[config.mk]
export PLATFORM = sky130hd
export DESIGN_NAME = random_request_generator
export DESIGN_NICKNAME = d
export VERILOG_FILES = /design/src/rtl/random_request_generator_pkg.sv /design/src/rtl/random_request_generator.sv
export SDC_FILE = /design/constraint.sdc
export NUM_CORES = 1
export LEC_CHECK = 0
export ABC_AREA = 1
export BUFFER_PORTS_ARGS = -buffer_cell sky130_fd_sc_hd__buf_2
export CORE_MARGIN = 2
export CORE_UTILIZATION = 40
export CTS_BUF_LIST = sky130_fd_sc_hd__clkbuf_4
export CTS_CLUSTER_SIZE = 40
export DETAILED_ROUTE_END_ITERATION = 7
export GPL_ROUTABILITY_DRIVEN = 0
export GPL_TIMING_DRIVEN = 0
export HOLD_SLACK_MARGIN = 0.12
export PLACE_DENSITY = 0.78
export SLEW_MARGIN = 20
export SYNTH_ARGS = -nofsm -noshare
export SYNTH_HDL_FRONTEND = slang
export SYNTH_SLANG_ARGS = --single-unit
[constraint.sdc]
create_clock -name in_clock -period 3.5 [get_ports in_clock]
set_input_delay 0.35 -clock in_clock [delete_from_list [all_inputs] [get_ports in_clock]]
set_output_delay 0.35 -clock in_clock [all_outputs]
set_load 0.005 [all_outputs]
[src/rtl/random_request_generator_pkg.sv]
// rand_req_pkg: shared state encoding and command constants for random_request_generator
package rand_req_pkg;

    typedef enum logic [2:0] {
        S_IDLE     = 3'd0,
        S_GEN_CMD  = 3'd1,
        S_GEN_ADDR = 3'd2,
        S_GEN_DATA = 3'd3,
        S_ISSUE    = 3'd4,
        S_DONE     = 3'd5,
        S_READBACK = 3'd6
    } state_t;

    localparam logic CMD_READ  = 1'b0;
    localparam logic CMD_WRITE = 1'b1;

    localparam int WRITE_THRESH_WIDTH = 9;
    localparam logic [WRITE_THRESH_WIDTH-1:0] THRESH_ALWAYS = 9'd256;

endpackage

[src/rtl/random_request_generator.sv]
// random_request_generator: turns RNG words into a bounded stream of random read/write
// requests on a valid/ready interface. Optional macro RAND_REQ_READBACK_EN adds a
// read-back of every accepted write to the same address.
module random_request_generator
    import rand_req_pkg::*;
#(
    parameter int WIDTH       = 32,
    parameter int ADDR_WIDTH  = 32,
    parameter int DATA_WIDTH  = 32,
    parameter int ALIGN_BITS  = 2,
    parameter int COUNT_WIDTH = 16
) (
    input  logic                          in_clock,
    input  logic                          in_reset_n,
    input  logic                          in_start,
    input  logic                          in_stop,
    input  logic [COUNT_WIDTH-1:0]        in_num_requests,
    input  logic [WRITE_THRESH_WIDTH-1:0] in_write_thresh,
    input  logic [ADDR_WIDTH-1:0]         in_addr_base,
    input  logic [ADDR_WIDTH-1:0]         in_addr_mask,
    input  logic [WIDTH-1:0]              in_random,
    output logic                          out_rng_enable,
    output logic                          out_req_valid,
    input  logic                          in_req_ready,
    output logic                          out_req_write,
    output logic [ADDR_WIDTH-1:0]         out_req_addr,
    output logic [DATA_WIDTH-1:0]         out_req_wdata,
    output logic                          out_busy,
    output logic                          out_done,
    output logic [COUNT_WIDTH-1:0]        out_req_count
);

    localparam logic [ADDR_WIDTH-1:0] ALIGN_MASK =
        ~((ADDR_WIDTH'(1) << ALIGN_BITS) - ADDR_WIDTH'(1));

    state_t                  r_state;
    state_t                  w_next;
    logic                    r_start;
    logic                    r_stop_pending;
    logic                    r_write;
    logic [ADDR_WIDTH-1:0]   r_addr;
    logic [DATA_WIDTH-1:0]   r_wdata;
    logic [COUNT_WIDTH-1:0]  r_count;
    logic [COUNT_WIDTH-1:0]  r_num;
    logic                    w_stop;
    logic                    w_hs;
    logic                    w_accept;
    logic                    w_last;
    logic [COUNT_WIDTH-1:0]  w_count_inc;

    assign out_rng_enable = (r_state == S_GEN_CMD) || (r_state == S_GEN_ADDR) || (r_state == S_GEN_DATA);
`ifdef RAND_REQ_READBACK_EN
    assign out_req_valid  = (r_state == S_ISSUE) || (r_state == S_READBACK);
`else
    assign out_req_valid  = (r_state == S_ISSUE);
`endif
    assign out_req_write  = r_write;
    assign out_req_addr   = r_addr;
    assign out_req_wdata  = r_wdata;
    assign out_busy       = (r_state != S_IDLE);
    assign out_done       = (r_state == S_DONE);
    assign out_req_count  = r_count;

    // start is registered in IDLE first, so a run begins one edge after it is accepted
    assign w_accept    = (r_state == S_IDLE) && !r_start && in_start;
    assign w_stop      = r_stop_pending || in_stop;
    assign w_hs        = out_req_valid && in_req_ready;
    assign w_count_inc = (&r_count) ? r_count : r_count + COUNT_WIDTH'(1);
    assign w_last      = (r_num != '0) && (w_count_inc == r_num);

    // state register
    always_ff @(posedge in_clock or negedge in_reset_n) begin
        if (!in_reset_n) r_state <= S_IDLE;
        else r_state <= w_next;
    end

    // next-state: stop abandons generation but never cuts an in-flight handshake
    always_comb begin
        w_next = r_state;
        case (r_state)
            S_IDLE:     w_next = r_start ? S_GEN_CMD : S_IDLE;
            S_GEN_CMD:  w_next = w_stop ? S_DONE : S_GEN_ADDR;
            S_GEN_ADDR: w_next = w_stop ? S_DONE : (r_write ? S_GEN_DATA : S_ISSUE);
            S_GEN_DATA: w_next = w_stop ? S_DONE : S_ISSUE;
`ifdef RAND_REQ_READBACK_EN
            S_ISSUE:    if (w_hs) w_next = r_write ? S_READBACK : ((w_stop || w_last) ? S_DONE : S_GEN_CMD);
            S_READBACK: if (w_hs) w_next = (w_stop || ((r_num != '0) && (r_count == r_num))) ? S_DONE : S_GEN_CMD;
`else
            S_ISSUE:    if (w_hs) w_next = (w_stop || w_last) ? S_DONE : S_GEN_CMD;
`endif
            S_DONE:     w_next = S_IDLE;
            default:    w_next = S_IDLE;
        endcase
    end

    // request fields, counters and sticky stop
    always_ff @(posedge in_clock or negedge in_reset_n) begin
        if (!in_reset_n) begin
            r_start        <= 1'b0;
            r_stop_pending <= 1'b0;
            r_write        <= 1'b0;
            r_addr         <= '0;
            r_wdata        <= '0;
            r_count        <= '0;
            r_num          <= '0;
        end else begin
            r_start        <= w_accept;
            r_stop_pending <= (r_state == S_IDLE) ? 1'b0 : w_stop;
            if (w_accept) begin
                r_count <= '0;
                r_num   <= in_num_requests;
            end
            if (r_state == S_GEN_CMD)
                r_write <= ({1'b0, in_random[7:0]} < in_write_thresh) ? CMD_WRITE : CMD_READ;
            if (r_state == S_GEN_ADDR) begin
                r_addr <= (in_addr_base | (in_random[ADDR_WIDTH-1:0] & in_addr_mask)) & ALIGN_MASK;
                if (!r_write) r_wdata <= '0;
            end
            if (r_state == S_GEN_DATA) r_wdata <= in_random[DATA_WIDTH-1:0];
            if ((r_state == S_ISSUE) && w_hs) begin
                r_count <= w_count_inc;
`ifdef RAND_REQ_READBACK_EN
                if (r_write) begin
                    r_write <= CMD_READ;
                    r_wdata <= '0;
                end
`endif
            end
        end
    end

endmodule

### After elaboration in Yosys (flattened, before gate mapping)

Cells that the tools add are included.

* register bits after elaboration: 100
* input bits: 126
* word-level logic and storage cells: 53

* add/subtract/negate cells: 1
* magnitude comparators: 1
* eq/ne operators: 8
* mux-type cells: 16
* bitwise logic cells: 2
* reduce and logical (&&, ||, !) cells: 17

Operators with widths (count)
* two-way mux 32 bit: 3
* two-way mux 16 bit: 3
* bitwise AND 32 bit: 1
* OR 32 bit: 1
* adder 16 x 1 -> 16 bit (second input constant): 1
* == test 16 bit: 1
* AND reduction 16 bit: 1
* nonzero test 16 bit: 1
* two-way mux 3 bit: 5
* case mux 3 bit (5 select lines): 1
* less-than comparator 8 x 9 -> 1 bit: 1
* == test 3 x 2 -> 1 bit (second input constant): 2
* == test 3 bit (second input constant): 2
* logical AND 1 bit: 5
* logical OR 1 bit: 4
* two-way mux 1 bit: 4
* inequality test 2 x 1 -> 1 bit (second input constant): 2
* nonzero test 2 bit: 2
* == test 3 x 1 -> 1 bit (second input constant): 1
* logical NOT 3 bit: 1
* nonzero test 3 bit: 1
* AND reduction 2 bit: 1
* logical NOT 1 bit: 1

### Depth between registers and ports, before layout

* word-level depth: 8
* depth in mapped cells: 17
* gate-level depth less buffers: 17

### Least setup slack after synthesis

OpenSTA, ideal clock, no wires.

* path type: register to register
* start: register r_count[0], in the netlist out_req_count[0]
* end: register r_state[2]
* setup time: 0.071 ns
* arrival: 1.781 ns
* setup slack: 1.649 ns
* stages on the path, launching flop included: 17
* path buffers: 1
* clock period less this slack: 1.851 ns
* cell sequence: dfrtp_1 ha_1 nand2_2 nor2_4 nand2_4 nor2_4 inv_2 buf_6 nand2_4 nand2_1 a21oi_2 nand2_1 nor2_1 nand2_1 nand2_1 nand2_1 nand4_1

* longest elaborated chain between the ends: 8
* elaborated cells on any way between the ends: 9

Ends and longest elaborated chain
* start, declared: RTL line random_request_generator.sv:43 `logic [COUNT_WIDTH-1:0] r_count;`
* start signal, assigned: RTL line random_request_generator.sv:121 `r_count <= w_count_inc;`
* adder 16 x 1 -> 16 bit / AND reduction 16 bit (equally long branches): RTL line random_request_generator.sv:68 `assign w_count_inc = (&r_count) ? r_count : r_count + COUNT_WIDTH'(1);`
* two-way mux 16 bit *: RTL line random_request_generator.sv:68
* == test 16 bit *: RTL line random_request_generator.sv:69 `assign w_last = (r_num != '0) && (w_count_inc == r_num);`
* logical AND 1 bit *: RTL line random_request_generator.sv:69
* logical OR 1 bit *: RTL line random_request_generator.sv:89 `S_ISSUE: if (w_hs) w_next = (w_stop || w_last) ? S_DONE : S_GEN_CMD;`
* two-way mux 3 bit * (2 in series): RTL line random_request_generator.sv:89
* case mux 3 bit (5 select lines) *: RTL line random_request_generator.sv:80 `case (r_state)`
* end signal, assigned: RTL line random_request_generator.sv:74 `else r_state <= w_next;`
* end, declared: RTL line random_request_generator.sv:36 `state_t r_state;`

Mark *: on every way between the ends. The rest lies on a longest branch, timed or not. The select of a mux whose other input is x is not followed.
A chain may end at the register's enable or synchronous reset.

### Final worst setup path

* start: register r_state[0]
* end: output out_req_valid

* longest elaborated chain between the ends: 1

Ends and longest elaborated chain
* == test 3 bit: RTL line random_request_generator.sv:55 `assign out_req_valid = (r_state == S_ISSUE);`
* end, declared: RTL line random_request_generator.sv:23 `output logic out_req_valid,`

Every way passes these cells.

==> flow_metrics.env <==
export IMPL_synth_top_area_share=0.496
export IMPL_setup_viol=0
export IMPL_area_growth_pct=39.4
export IMPL_fin_tns_setup_ns=0
export IMPL_cp_start_kind="flip-flop"
export IMPL_ys_ff_latch=100
export IMPL_fin_crit_ns=2.32
export IMPL_switching_share=0.412
export IMPL_clock_latency_ns=0.47
export IMPL_crit_path_end="out_req_valid"
export IMPL_r2r_end="r_state[2]"
export IMPL_power_leakage_uw=0.00363
export IMPL_port_buffers=204
export IMPL_grt_overflow_total=0
export IMPL_fin_util=0.564
export IMPL_period_share=0.663
export IMPL_arrival_ns=1.97
export IMPL_timing_rr_start="out_req_count[0]"
export IMPL_cts_sinks=100
export IMPL_htreeDepth=3
export IMPL_cts_tree="done"
export IMPL_core_area_um2=12500
export IMPL_fmax_ghz=0.431
export IMPL_top_usage_layer="met2"
export IMPL_clkPwrFrac=0.132
export IMPL_worstSetupEndpointType="output pin"
export IMPL_synth_cells=639
export IMPL_yosys_top_cells_area="dfrtp_1 50%, nand2_1 10%, o21ai_0 9.0%"
export IMPL_start_util=0.405
export IMPL_seqPwrFrac=0.435
export IMPL_relSlewSlack=0.650
export IMPL_root_buffer="clkbuf_4"
export IMPL_num_vias=5467
export IMPL_crit_fanout=10
export IMPL_rrSetupSlack_ns=1.27
export IMPL_slew_violations=0
export IMPL_worst_pin_slew_ns=0.524
export IMPL_dp_slack_ns=1.36
export IMPL_hold_class="primary input to flip-flop"
export IMPL_hold_buffers=57
export IMPL_synth_warnings=0
export IMPL_grt_max_degree=70
export IMPL_wl_per_cell_um=14.9
export IMPL_use_met3=0.0420
export IMPL_synth_flop_cell="dfrtp_1"
export IMPL_gr_usage_met1=0.300
export IMPL_die_x_um=116
export IMPL_rsz0062_at_grt="no"
export IMPL_status="complete, no violations"
export IMPL_nets=1048
export IMPL_first_global_vias=4923
export IMPL_mostFrequentLayoutCell="buf_2"
export IMPL_ys_seq_area_frac=0.496
export IMPL_grt_usage=0.230
export IMPL_wl_um=16300
export IMPL_drt_iter0_markers=400
export IMPL_synthDistinctLibCells=32
export IMPL_worstSetupStartpoint="r_state[0]"
export IMPL_setup_ws_ns=1.18
export IMPL_path_class="flip-flop to output pin"
export IMPL_required_ns=3.15
export IMPL_p_int_uw=2750
export IMPL_clock_path_buffers=2
export IMPL_final_cell_mix="204 x buf_2, 140 x nand2_1, 100 x dfrtp_1"
export IMPL_yosysTopAreaCell="dfrtp_1"
export IMPL_cap_violations=0
export IMPL_viasPerCell=5.02
export IMPL_die_y_um=116
export IMPL_rr_worst_depth=14
export IMPL_async_flop_share=1.00
export IMPL_post_cts_buffers=0
export IMPL_whs_ns=0.163
export IMPL_synth_edf_count=0
export IMPL_gr_usage_met2=0.369
export IMPL_power_frac_comb=0.434
export IMPL_ant_nets=0
export IMPL_antenna_found_initial=1
export IMPL_path_clk_slew_ns=0.16
export IMPL_ir_drop_uv=372
export IMPL_io_pins=211
export IMPL_grt_pass1_wl_um=23900
export IMPL_cts_repair_resized=0
export IMPL_numCtsBuffers=9
export IMPL_power_switching_uw=1930
export IMPL_syn_area_um2=5050
export IMPL_total_power_uw=4680
export IMPL_drive_gt1_frac=0.263
export IMPL_num_rows=41
export IMPL_drc_errors=0
export IMPL_syn_avg_cell_area_um2=7.90
export IMPL_power_density_nw_per_um2=666
export IMPL_hold_viol_final=0
export IMPL_dp_final_hpwl_um=11600
export IMPL_die_area_um2=13500
export IMPL_fin_skew_ns=0.0173
export IMPL_firstDrtPassIters=7
## layer usage
layer | vias to the layer above | wire (um)
li1 | 2630 | -
met1 | 2554 | 6980
met2 | 233 | 7820
met3 | 50 | 911
met4 | 0 | 557
met5 | - | 0
## cell usage after synthesis (all sizes together), types with 6 or more instances
cell and instances:
nand2 144, dfrtp 100, o21ai 91, inv 86, nand3 72, nor2 40
a21oi 38, clkbuf 20, nand4 10, ha 8, xor2 7, buf 6
## power groups by stage
stage                     Clock [uW]  Combinational (uW)  Sequential [uW]
after floorplan                    0                1020             2050
after global routing             682                2290             2090
final                            617                2030             2040
after global placement             0                1910             2020
after detailed placement           0                1950             2040
after CTS                        640                2010             2020
## worst max-delay path: stages (launching register included)
cell,delay (ns)
dfrtp_1,0.40
buf_6,0.13
nor2_1,0.12
inv_1,0.07
nor2_1,0.40
clkbuf_8,0.27
buf_2,0.12
## logic make-up (layout without fill, tap and decap cells)
kind of cell	count (synthesis)	after routing	share of synthesized area
AND/OR/NAND/NOR	275	275	0.242
flip-flops	100	100	0.496
other	1	3	0.000743
buffers and inverters	112	389	0.0915
adder cells (fa/ha/maj)	8	8	0.0198
AO/OA/AOI/OAI	135	135	0.137
XOR/XNOR	8	8	0.0139
## per-stage QoR
stage               cell area [um^2]  std cells
finish                          7030       1090
global route                    7030       1090
CTS                             7020       1088
detailed placement              6320       1017
global placement                6290       1016
floorplan                       5050        640
## layout make-up
class,instances,area [um^2]
inverter,86,323
antenna,1,2.50
clock buffer,9,67.6
buffer,26,139
multi-input combinational,428,2090
fill,1143,5430
sequential,100,2500
clock inverter,5,62.6
timing repair buffer,263,1640
tap,172,215
## worst min path at each step
stage,from,endpoint,depth (start not counted)
detailed placement,in_reset_n,r_num[6],1
global route,in_random[2],out_req_wdata[2],3
finish,in_random[27],out_req_wdata[27],3
global placement,out_req_addr[11],out_req_addr[11],2
CTS,in_addr_mask[3],out_req_addr[3],3
floorplan,in_reset_n,out_req_addr[10],0
## flip-flops by register name (all words and copies together), names as in the netlist
| register | count |
|---|---|
| out_req_wdata | 32 |
| r_start | 1 |
| out_req_count | 16 |
| r_stop_pending | 1 |
| out_req_addr | 30 |
| out_req_write | 1 |
| r_state | 3 |
| r_num | 16 |
Note: power is estimated with default switching activity, not from simulation.
